$ cat src/rtl/inst_encoder_pkg.sv
// Shared encode/decode tables for the MIPS ALU subset: one-hot op indices, funct and opcode constants.
package inst_encoder_pkg;

    localparam int unsigned AluopWidth = 14;
    localparam int unsigned InstWidth  = 32;
    localparam int unsigned RegAddrW   = 5;

    typedef logic [AluopWidth-1:0] Aluop_OnehotBus;
    typedef logic [InstWidth-1:0]  InstBus;
    typedef logic [RegAddrW-1:0]   RegAddrBus;
    typedef logic [5:0]            FunctBus;

    localparam InstBus ZeroWord = 32'h0000_0000;

    localparam int unsigned AluopAdd  = 13;
    localparam int unsigned AluopAddu = 12;
    localparam int unsigned AluopSub  = 11;
    localparam int unsigned AluopSubu = 10;
    localparam int unsigned AluopSlt  = 9;
    localparam int unsigned AluopSltu = 8;
    localparam int unsigned AluopAnd  = 7;
    localparam int unsigned AluopOr   = 6;
    localparam int unsigned AluopXor  = 5;
    localparam int unsigned AluopNor  = 4;
    localparam int unsigned AluopSll  = 3;
    localparam int unsigned AluopSrl  = 2;
    localparam int unsigned AluopSra  = 1;
    localparam int unsigned AluopLui  = 0;

    localparam FunctBus FuncAdd  = 6'h20;
    localparam FunctBus FuncAddu = 6'h21;
    localparam FunctBus FuncSub  = 6'h22;
    localparam FunctBus FuncSubu = 6'h23;
    localparam FunctBus FuncAnd  = 6'h24;
    localparam FunctBus FuncOr   = 6'h25;
    localparam FunctBus FuncXor  = 6'h26;
    localparam FunctBus FuncNor  = 6'h27;
    localparam FunctBus FuncSlt  = 6'h2A;
    localparam FunctBus FuncSltu = 6'h2B;
    localparam FunctBus FuncSll  = 6'h00;
    localparam FunctBus FuncSrl  = 6'h02;
    localparam FunctBus FuncSra  = 6'h03;

    localparam logic [5:0] OpZero = 6'b000000;
    localparam logic [5:0] OpLui  = 6'b001111;

    // Legal ops have exactly one bit set.
    function automatic logic is_onehot(input Aluop_OnehotBus v);
        return (v != '0) && ((v & (v - Aluop_OnehotBus'(1))) == '0);
    endfunction

endpackage

$ cat src/rtl/inst_fifo.sv
// Synchronous instruction FIFO with occupancy count and active-low synchronous reset.
module inst_fifo
    import inst_encoder_pkg::*;
#(
    parameter int unsigned DEPTH = 4
) (
    input  logic                     clk,
    input  logic                     rst,
    input  logic                     push,
    input  InstBus                   wdata,
    input  logic                     pop,
    output InstBus                   rdata,
    output logic [$clog2(DEPTH):0]   count,
    output logic                     full,
    output logic                     empty
);

    localparam int unsigned AW = $clog2(DEPTH);
    localparam int unsigned CW = AW + 1;

    logic [AW-1:0] wr_ptr;
    logic [AW-1:0] rd_ptr;
    InstBus        mem [DEPTH];
    logic          do_push;
    logic          do_pop;

    assign full    = (count == CW'(DEPTH));
    assign empty   = (count == '0);
    assign do_push = push && !full;
    assign do_pop  = pop && !empty;
    assign rdata   = mem[rd_ptr];

    // Pointers wrap naturally because DEPTH is a power of two.
    always_ff @(posedge clk) begin
        if (!rst) begin
            wr_ptr <= '0;
            rd_ptr <= '0;
            count  <= '0;
        end else begin
            if (do_push) wr_ptr <= wr_ptr + AW'(1);
            if (do_pop)  rd_ptr <= rd_ptr + AW'(1);
            case ({do_push, do_pop})
                2'b10:   count <= count + CW'(1);
                2'b01:   count <= count - CW'(1);
                default: count <= count;
            endcase
        end
    end

    always_ff @(posedge clk) begin
        if (rst && do_push) mem[wr_ptr] <= wdata;
    end

endmodule

$ cat src/rtl/inst_encoder.sv
// Assembles one-hot ALU op requests into MIPS instruction words and issues them through a FIFO.
module inst_encoder
    import inst_encoder_pkg::*;
#(
    parameter int unsigned DEPTH = 4
) (
    input  logic                   clk,
    input  logic                   rst,
    input  logic                   req_valid_i,
    output logic                   req_ready_o,
    input  Aluop_OnehotBus         aluop_i,
    input  RegAddrBus              rs_i,
    input  RegAddrBus              rt_i,
    input  RegAddrBus              rd_i,
    input  logic [4:0]             sa_i,
    input  logic [15:0]            imm_i,
    output logic                   inst_valid_o,
    input  logic                   inst_ready_i,
    output InstBus                 inst_o,
    output logic                   err_o,
    output logic [$clog2(DEPTH):0] count_o
);

    function automatic FunctBus funct_of(input Aluop_OnehotBus op);
        FunctBus f;
        f = FuncSll;
        if      (op[AluopAdd])  f = FuncAdd;
        else if (op[AluopAddu]) f = FuncAddu;
        else if (op[AluopSub])  f = FuncSub;
        else if (op[AluopSubu]) f = FuncSubu;
        else if (op[AluopSlt])  f = FuncSlt;
        else if (op[AluopSltu]) f = FuncSltu;
        else if (op[AluopAnd])  f = FuncAnd;
        else if (op[AluopOr])   f = FuncOr;
        else if (op[AluopXor])  f = FuncXor;
        else if (op[AluopNor])  f = FuncNor;
        else if (op[AluopSrl])  f = FuncSrl;
        else if (op[AluopSra])  f = FuncSra;
        return f;
    endfunction

    // Only called for legal (one-hot) ops; unused fields are forced to zero per format.
    function automatic InstBus encode(input Aluop_OnehotBus op, input RegAddrBus rs,
                                      input RegAddrBus rt, input RegAddrBus rd,
                                      input logic [4:0] sa, input logic [15:0] imm);
        InstBus w;
        if (op[AluopLui])
            w = {OpLui, 5'b00000, rt, imm};
        else if (op[AluopSll] || op[AluopSrl] || op[AluopSra])
            w = {OpZero, 5'b00000, rt, rd, sa, funct_of(op)};
        else
            w = {OpZero, rs, rt, rd, 5'b00000, funct_of(op)};
        return w;
    endfunction

    logic   legal_c;
    logic   accept_c;
    logic   push_c;
    logic   pop_c;
    logic   full;
    logic   empty;
    InstBus head;
    InstBus word_c;

    assign legal_c  = is_onehot(aluop_i);
    assign accept_c = req_valid_i && req_ready_o;
    assign push_c   = accept_c && legal_c;
    assign pop_c    = inst_valid_o && inst_ready_i;
    assign word_c   = encode(aluop_i, rs_i, rt_i, rd_i, sa_i, imm_i);

    inst_fifo #(.DEPTH(DEPTH)) u_fifo (
        .clk   (clk),
        .rst   (rst),
        .push  (push_c),
        .wdata (word_c),
        .pop   (pop_c),
        .rdata (head),
        .count (count_o),
        .full  (full),
        .empty (empty)
    );

    assign req_ready_o  = !full;
    assign inst_valid_o = !empty;
    assign inst_o       = empty ? ZeroWord : head;

    always_ff @(posedge clk) begin
        if (!rst) err_o <= 1'b0;
        else      err_o <= accept_c && !legal_c;
    end

endmodule

$ cat config.mk
export PLATFORM = sky130hd
export DESIGN_NAME = inst_encoder
export DESIGN_NICKNAME = d
export VERILOG_FILES = /design/src/rtl/inst_encoder_pkg.sv /design/src/rtl/inst_fifo.sv /design/src/rtl/inst_encoder.sv
export SDC_FILE = /design/constraint.sdc
export NUM_CORES = 1
export LEC_CHECK = 0
export ABC_AREA = 1
export BUFFER_PORTS_ARGS = -buffer_cell sky130_fd_sc_hd__buf_4
export CORE_ASPECT_RATIO = 1.25
export CORE_UTILIZATION = 45
export CTS_CLUSTER_DIAMETER = 80
export DETAILED_ROUTE_END_ITERATION = 8
export PLACE_DENSITY_LB_ADDON = 0.2
export RECOVER_POWER = 25
export SLEW_MARGIN = 20
export SYNTH_ARGS = -nofsm -noshare
export SYNTH_HDL_FRONTEND = slang
export SYNTH_SLANG_ARGS = --single-unit
$ cat constraint.sdc
create_clock -name clk -period 3.83 [get_ports clk]
set_clock_uncertainty 0.05 [all_clocks]
set_input_delay 0.766 -clock clk [delete_from_list [all_inputs] [get_ports clk]]
set_output_delay 0.766 -clock clk [all_outputs]
set_load 0.1 [all_outputs]
# Yosys cells after proc, flatten, opt, wreduce, memory -nomap -nowiden
# Memory sizes are Yosys's and may differ from the RTL's. A register that Yosys moved wholly into a read port is not among the register bits.
# Cells that the tools add are included.
[classes] div_mod_pow=0 shift=0 muxes=20 multipliers=0 bitwise_logic=1 magnitude_cmp=0 n_reduce_logical=17 n_addsub=5 eq_ne=3
[ops] cell="$mux W6" count=10
[ops] cell="$mux W32" count=1
[ops] cell="$mux W30" count=1
[ops] cell="$mux W26" count=1
[ops] cell="$and A14 B14 Y14" count=1
[ops] cell="$logic_not A14 Y1" count=1
[ops] cell="$reduce_bool A14 Y1" count=1
[ops] cell="$sub A14 B1 Y14 const B" count=1
[ops] cell="$logic_and A1 B1 Y1" count=8
[ops] cell="$mux W2" count=4
[ops] cell="$pmux W3 S2" count=1
[ops] cell="$add A2 B1 Y2 const B" count=2
[ops] cell="$add A3 B1 Y3 const B" count=1
[ops] cell="$eq A3 B3 Y1 const B" count=1
[ops] cell="$logic_not A1 Y1" count=3
[ops] cell="$logic_not A3 Y1" count=1
[ops] cell="$sub A3 B1 Y3 const B" count=1
[ops] cell="$eq A2 B1 Y1 const B" count=1
[ops] cell="$eq A2 B2 Y1 const B" count=1
[ops] cell="$logic_or A1 B1 Y1" count=2
[ops] cell="$mux W1" count=2
[ops] cell="$reduce_bool A2 Y1" count=1
[totals] mem_count=1 romBits=0 inputBits=54 latchBits=0 ram_bits=120 wordCells=51 reg_bits=8
[mem_list] name="u_fifo.mem" words=4 word_bits=30 read_ports=1 rd_ports_with_merged_regs=1 write_ports=1 line_no="inst_fifo.sv:23" source="InstBus mem [DEPTH];"

# Longest topological paths before layout
# Gate-level depths: netlist (run 1).
[depth] word_depth=14 mapped_depth=16 ltp_nobuf=15

# Cells and area by module
# From an unflattened synthesis (run 1), not the netlist that was laid out.
[unflattened] hier_cells=590 hier_area_um2=6165.9
[modules_own_cells] module="inst_fifo" area_per_inst_um2=5270.1 instances=1 cells_per_inst=379
[modules_own_cells] module="inst_encoder" area_per_inst_um2=895.9 instances=1 cells_per_inst=211

# Worst setup path after synthesis (run 1)
# OpenSTA, ideal clock, no wires.
[synth_path] path_type="reg-to-output" start="register u_fifo.count[0]" end="output inst_o[27]" setup_slack_ps=-730 path_stages_with_launch=7 required_ps=3014 t_arrival_ps=3744 path_cell_list="dfxtp_1 inv_1 nand2_1 nor2_2 clkbuf_1 a21oi_1 buf_4"
[synth_via] elab_chain_len=2
[synth_lines] item="from (decl)" line_no="inst_fifo.sv:13" source="output logic [$clog2(DEPTH):0] count,"
[synth_lines] item="from (signal assigned)" line_no="inst_fifo.sv:43" source="2'b10: count <= count + CW'(1);"
[synth_lines] item="from (signal assigned)" line_no="inst_fifo.sv:44" source="2'b01: count <= count - CW'(1);"
[synth_lines] item="from (signal assigned)" line_no="inst_fifo.sv:45" source="default: count <= count;"
[synth_lines] item="$logic_not A3 Y1" line_no="inst_fifo.sv:28" source="assign empty = (count == '0);"
[synth_lines] item="$mux W32" line_no="inst_encoder.sv:85" source="assign inst_o = empty ? ZeroWord : head;"
[synth_lines] item="to (decl)" line_no="inst_encoder.sv:19" source="output InstBus inst_o,"
# Every way passes these cells.

==> flow_metrics.tcl, run 1 <==
set metrics [dict create \
    cts_sinks 118 \
    post_cts_buffers 0 \
    p_leak_uw 0.002757 \
    via_count 4057 \
    max_cap_viol_count 0 \
    area_delta_synth_final_pct 27.89 \
    synth.area.top_cells "edfxtp_1 (59%), nor2_1 (9.4%), o21ai_0 (5.3%)" \
    row_count 44 \
    crit_type "reg2out" \
    path_max_fanout 27 \
    drc 0 \
    nFillCells 987 \
    ys_seq_area_share_pct 62.86 \
    cts_tree "built" \
    maxSlewHeadroom_pct 39.72 \
    top_usage_layer "met2" \
    ant_nets 0 \
    routed_wl_um 12440 \
    status "completed" \
    crit_arrival_ns 2.45 \
    firstDrtPassIters 5 \
    via_per_inst 4.990 \
    rsz0062_at_grt "no" \
    cp_top_family "buffers and inverters" \
    startpoint_type "flip-flop" \
    use_met2_pct 37.43 \
    cts-root-buf "clkbuf_16" \
    worstPathCellList "clkinv_1 -> nor2_1 -> o21ai_0 -> a21oi_2 -> buf_4" \
    antenna_found_initial 0 \
    place.gp.congestion 0.8873 \
    use_met3_pct 4.472 \
    slew_viol_final 0 \
    ys_async_sr_fraction_pct 0 \
    required_ns 3.01 \
    pin_count 92 \
    setup_slack_ns 0.5601 \
    hold_viol 0 \
    synth_edf_count 108 \
    worstMarginPinSlew_ns 0.8987 \
    grt_pass1_vias 3951 \
    grt_use_met1_pct 24.24 \
    hpwl_um 8187 \
    yosysMostFrequentCell "nor2_1" \
    clk_latency_ns 0.41 \
    antenna_cells 0 \
    cpMaxStageDelayCell "clkinv_1" \
    grt_max_degree 55 \
    grt.overflow.total 0 \
    holdBufCountCts 0 \
    fin_crit_sh_pct 85.37 \
    clkSlewWorstSetupHoldPaths_ns 0.06 \
    setup_viol 0 \
    ys_warn_count 0 \
    fin_nets 699 \
    grt_usage_pct 20.80 \
    worst-path-buf-inv 2 \
    start_util_pct 46.71 \
    fmax_ghz 0.3058 \
    cts_resized 0 \
    synth_top_area_share_pct 59.21 \
    fin_util_pct 59.74 \
    regArea_um2 3445 \
    cts_buffer_depth 2 \
    whs_ns 0.4257 \
    p_per_area_nw_per_um2 451.5 \
    drtIter0Drc 215 \
    ir_drop_uv 278.7 \
    avgSynthCellArea_um2 10.01 \
    synthFlopType "edfxtp_1" \
    htreeDepth 4 \
    pre_cts_slack_ns 0.6609 \
    numCtsBuffers 17 \
    ys_ff_latch 118 \
    yosysTopAreaCell "edfxtp_1" \
    synth_commonest_cells "nor2_1 (137), edfxtp_1 (108), nand2_1 (70)" \
    port_buffers 89 \
    min_period_ns 3.270 \
    synth_cells 547 \
    multi_input_area_um2 1854 \
    drive_above_1_share_pct 27.15 \
    hp-class "reg2reg" \
    slowest_delay_ns 0.70 \
    die_area_um2 12620 \
    core_area_um2 11730 \
    die_h_um 125.4 \
    syn_area_um2 5478 \
    wire_per_inst_um 15.30 \
    grt_pass1_wl_um 19510 \
    setup.worst_path.end_class "output port" \
    setup-tns-final_ns 0 \
    dieWidth_um 100.7 \
    synth_cell_types 32 \
]
-- area by class of cell --
class                   instances  area share, %
inverters                      38          2.036
clock buffers                  29          8.805
repair buffers                 98          10.41
multi-input cells             366          26.47
flip-flops and latches        118          49.17
clock inverters                 3         0.2322
well taps                     161          2.876
-- state kept, by name, indices dropped and copies added (netlist names), named ones only --
| signal | cells |
|---|---|
| err_o | 1 |
| u_fifo.count | 3 |
| u_fifo.mem | 108 |
| u_fifo.rd_ptr | 2 |
| u_fifo.wr_ptr | 2 |
-- worst paths after layout --
check | cells after the start | startpoint | slack [ns] | to
worst max-delay path | 5 | flip-flop | 0.56 | inst_o[28]
worst min-delay path | 2 | u_fifo.rd_ptr[1] | 0.43 | u_fifo.rd_ptr[1]
worst max register to register | 12 | u_fifo.count[0] | 1.54 | u_fifo.count[1]
worst min register to register | 2 | u_fifo.rd_ptr[1] | 0.43 | u_fifo.rd_ptr[1]
-- stage by stage --
stage	cell area (um2)	power, uW	cells
CTS	7039	3184	813
global route	7005	3241	813
detailed placement	6406	1582	781
global placement	6406	1581	781
finish	7005	3163	813
floorplan	5557	1510	548
-- worst reg2reg max path, stage by stage (launching register included) --
cell     delay [ns]
dfxtp_1        0.30
inv_1          0.14
nand2_1        0.11
nor2_4         0.39
inv_1          0.11
nand2_1        0.08
inv_1          0.08
ha_1           0.20
inv_1          0.10
fa_1           0.42
nor2_1         0.10
a21oi_1        0.04
nor2_1         0.09
-- report_power, final --
| group | internal, uW | total (uW) | switching, uW |
|---|---|---|---|
| logic | 54.6 | 144 | 89.7 |
| clock network | 1090 | 1610 | 521 |
| registers | 1410 | 1410 | 0.245 |
-- logic make-up after synthesis --
kind of cell	synth area share [%]
AO/OA/AOI/OAI	10.48
AND/OR/NAND/NOR	20.17
adder cells (fa/ha/maj)	1.508
other	0.06846
flip-flops	62.86
buffers and inverters	4.911
-- cells in the final DEF, fill, tap and decap left out, types with 2 or more instances in the layout --
cell type  Yosys  routed
a21oi_1       37      17
a21oi_2        0      20
nand2_2        3       3
nand3_2        3       3
clkbuf_16      0      22
nor2_2         8       9
nor2_1       137     134
inv_1         34      35
nand4_1        3       3
o21ai_2        3       3
conb_1         1       2
edfxtp_1     108     108
buf_4          5      92
inv_2          3       2
nand3_1       12      12
nor2_4         6       8
clkbuf_8       0       4
nand2_1       70      71
o21bai_1       3       3
clkinv_2       0       2
nand2_4        5       4
dfxtp_1       10       9
o21ai_0       58      58
clkbuf_1      13       8
ha_1           5       5
o21ai_1        5       5
-- routing by layer --
layer,vias up,part of all wire (%)
met4,0,1.4
li1,2025,-
met3,15,4.5
met1,1917,41
met2,100,53
met5,-,0
Power figures use the tool's default switching activity.
==> run 2: changes to the inputs <==
BUFFER_PORTS_ARGS = -buffer_cell sky130_fd_sc_hd__buf_2   (was -buffer_cell sky130_fd_sc_hd__buf_4)
MAX_ROUTING_LAYER = met4   (was unset)
==> flow_metrics.tcl, run 2 (synthesis gave the netlist of run 1 again) <==
set metrics [dict create \
    status "completed" \
    port_buffers 89 \
    via_count 4125 \
    grt_max_degree 30 \
    min-delay-start "u_fifo.rd_ptr[1]" \
    worstMarginPinSlew_ns 0.6387 \
    drive_above_1_share_pct 26.91 \
    via_per_inst 5.061 \
    rsz0062_at_grt "no" \
    holdBufCountCts 0 \
    grt_usage_pct 22.65 \
    htreeDepth 4 \
    numCtsBuffers 17 \
    hpwl_um 8566 \
    startpoint_type "flip-flop" \
    grt_pass1_vias 4231 \
    final_cell_mix "nor2_1 (133), edfxtp_1 (108), nand2_1 (71)" \
    drtIter0Drc 278 \
    setup.worst_path.end_class "output port" \
    crit_type "reg2out" \
    instances_no_fill 815 \
    grt.overflow.total 0 \
    hold_viol 0 \
    antenna_cells 0 \
    ant_nets 0 \
    reg2reg_from "u_fifo.count[0]" \
    row_count 44 \
    p_leak_uw 0.002769 \
    drc 0 \
    max_cap_viol_count 0 \
    grt_pass1_wl_um 20600 \
    die_h_um 125.4 \
    fin_nets 701 \
    cts_tree "built" \
    start_util_pct 46.71 \
    die_area_um2 12620 \
    core_area_um2 11730 \
    p_per_area_nw_per_um2 432.2 \
    final_common_cell "nor2_1" \
    post_cts_buffers 0 \
    setup_viol 0 \
    firstDrtPassIters 5 \
    routed_wl_um 12840 \
    largest_reg_flops 108 \
    min_period_ns 3.183 \
    slew_viol_final 0 \
    required_ns 3.01 \
    fin_crit_sh_pct 83.10 \
    clk_latency_ns 0.41 \
    pin_count 92 \
    path_max_fanout 28 \
    cts_sinks 118 \
    cts_resized 0 \
    hp-class "reg2reg" \
    dp.cells 783 \
    ir_drop_uv 408.8 \
    whs_ns 0.4319 \
    antenna_found_initial 0 \
    ff2ff_path_depth 12 \
    area_delta_synth_final_pct 32.00 \
    clkSlewWorstSetupHoldPaths_ns 0.05 \
    top_regs "u_fifo.mem (108), u_fifo.count (3)" \
    maxSlewHeadroom_pct 57.42 \
    place.gp.congestion 0.8546 \
    fmax_ghz 0.3142 \
    wire_per_inst_um 15.75 \
    regMostFlops "u_fifo.mem" \
    r2r-end "u_fifo.count[1]" \
    r2r_slack_ns 1.40 \
    cts-root-buf "clkbuf_16" \
    cts_buffer_depth 2 \
    hold_depth 2 \
    crit_arrival_ns 2.37 \
    dieWidth_um 100.7 \
]
[run 2: worst max path at each step]
| stage | to | slack, ns | cells after the start |
|---|---|---|---|
| floorplan | u_fifo.mem[1][0] | -0.32 | 6 |
| global placement | u_fifo.count[2] | 0.75 | 15 |
| detailed placement | u_fifo.count[2] | 0.70 | 15 |
| CTS | inst_o[7] | 0.61 | 5 |
| global route | inst_o[4] | 0.49 | 6 |
| finish | inst_o[7] | 0.65 | 5 |
[run 2: metal layers]
metal	routed length (um)	track usage, %	vias to the layer above
met5	0	-	-
met4	194	7.928	0
met3	599	4.863	19
met2	6912	39.52	127
met1	5132	25.35	1951
li1	-	-	2028
[run 2: layout make-up]
type | instances | area (um2)
fill | 961 | 4496
inverter | 38 | 142.6
timing repair buffer | 100 | 979.7
sequential | 118 | 3445
clock inverter | 12 | 158.9
clock buffer | 20 | 436.7
tap | 161 | 201.4
multi-input combinational | 366 | 1867
[run 2: stage by stage]
stage	setup TNS [ns]	utilization [%]	total power (uW)	setup WS, ns	instance area, um2
floorplan	-35.38	-	1510	-0.3246	5557
global placement	0	56.74	1566	0.7457	6654
detailed placement	0	56.74	1568	0.7025	6654
CTS	0	61.82	3148	0.6125	7249
global route	0	61.66	3213	0.4923	7231
finish	0	61.66	3125	0.6474	7231
[run 2: power breakdown]
group / internal, uW / switching [uW]
Sequential: 1410 / 0.201
Combinational: 41.0 / 91.9
Clock: 1070 / 510
Total: 2520 / 602
[run 2: critical path, cell delays in order (launching register included)]
cell     delay [ns]
dfxtp_2        0.69
inv_2          0.34
buf_4          0.32
o21ai_0        0.26
a21oi_2        0.13
buf_12         0.20
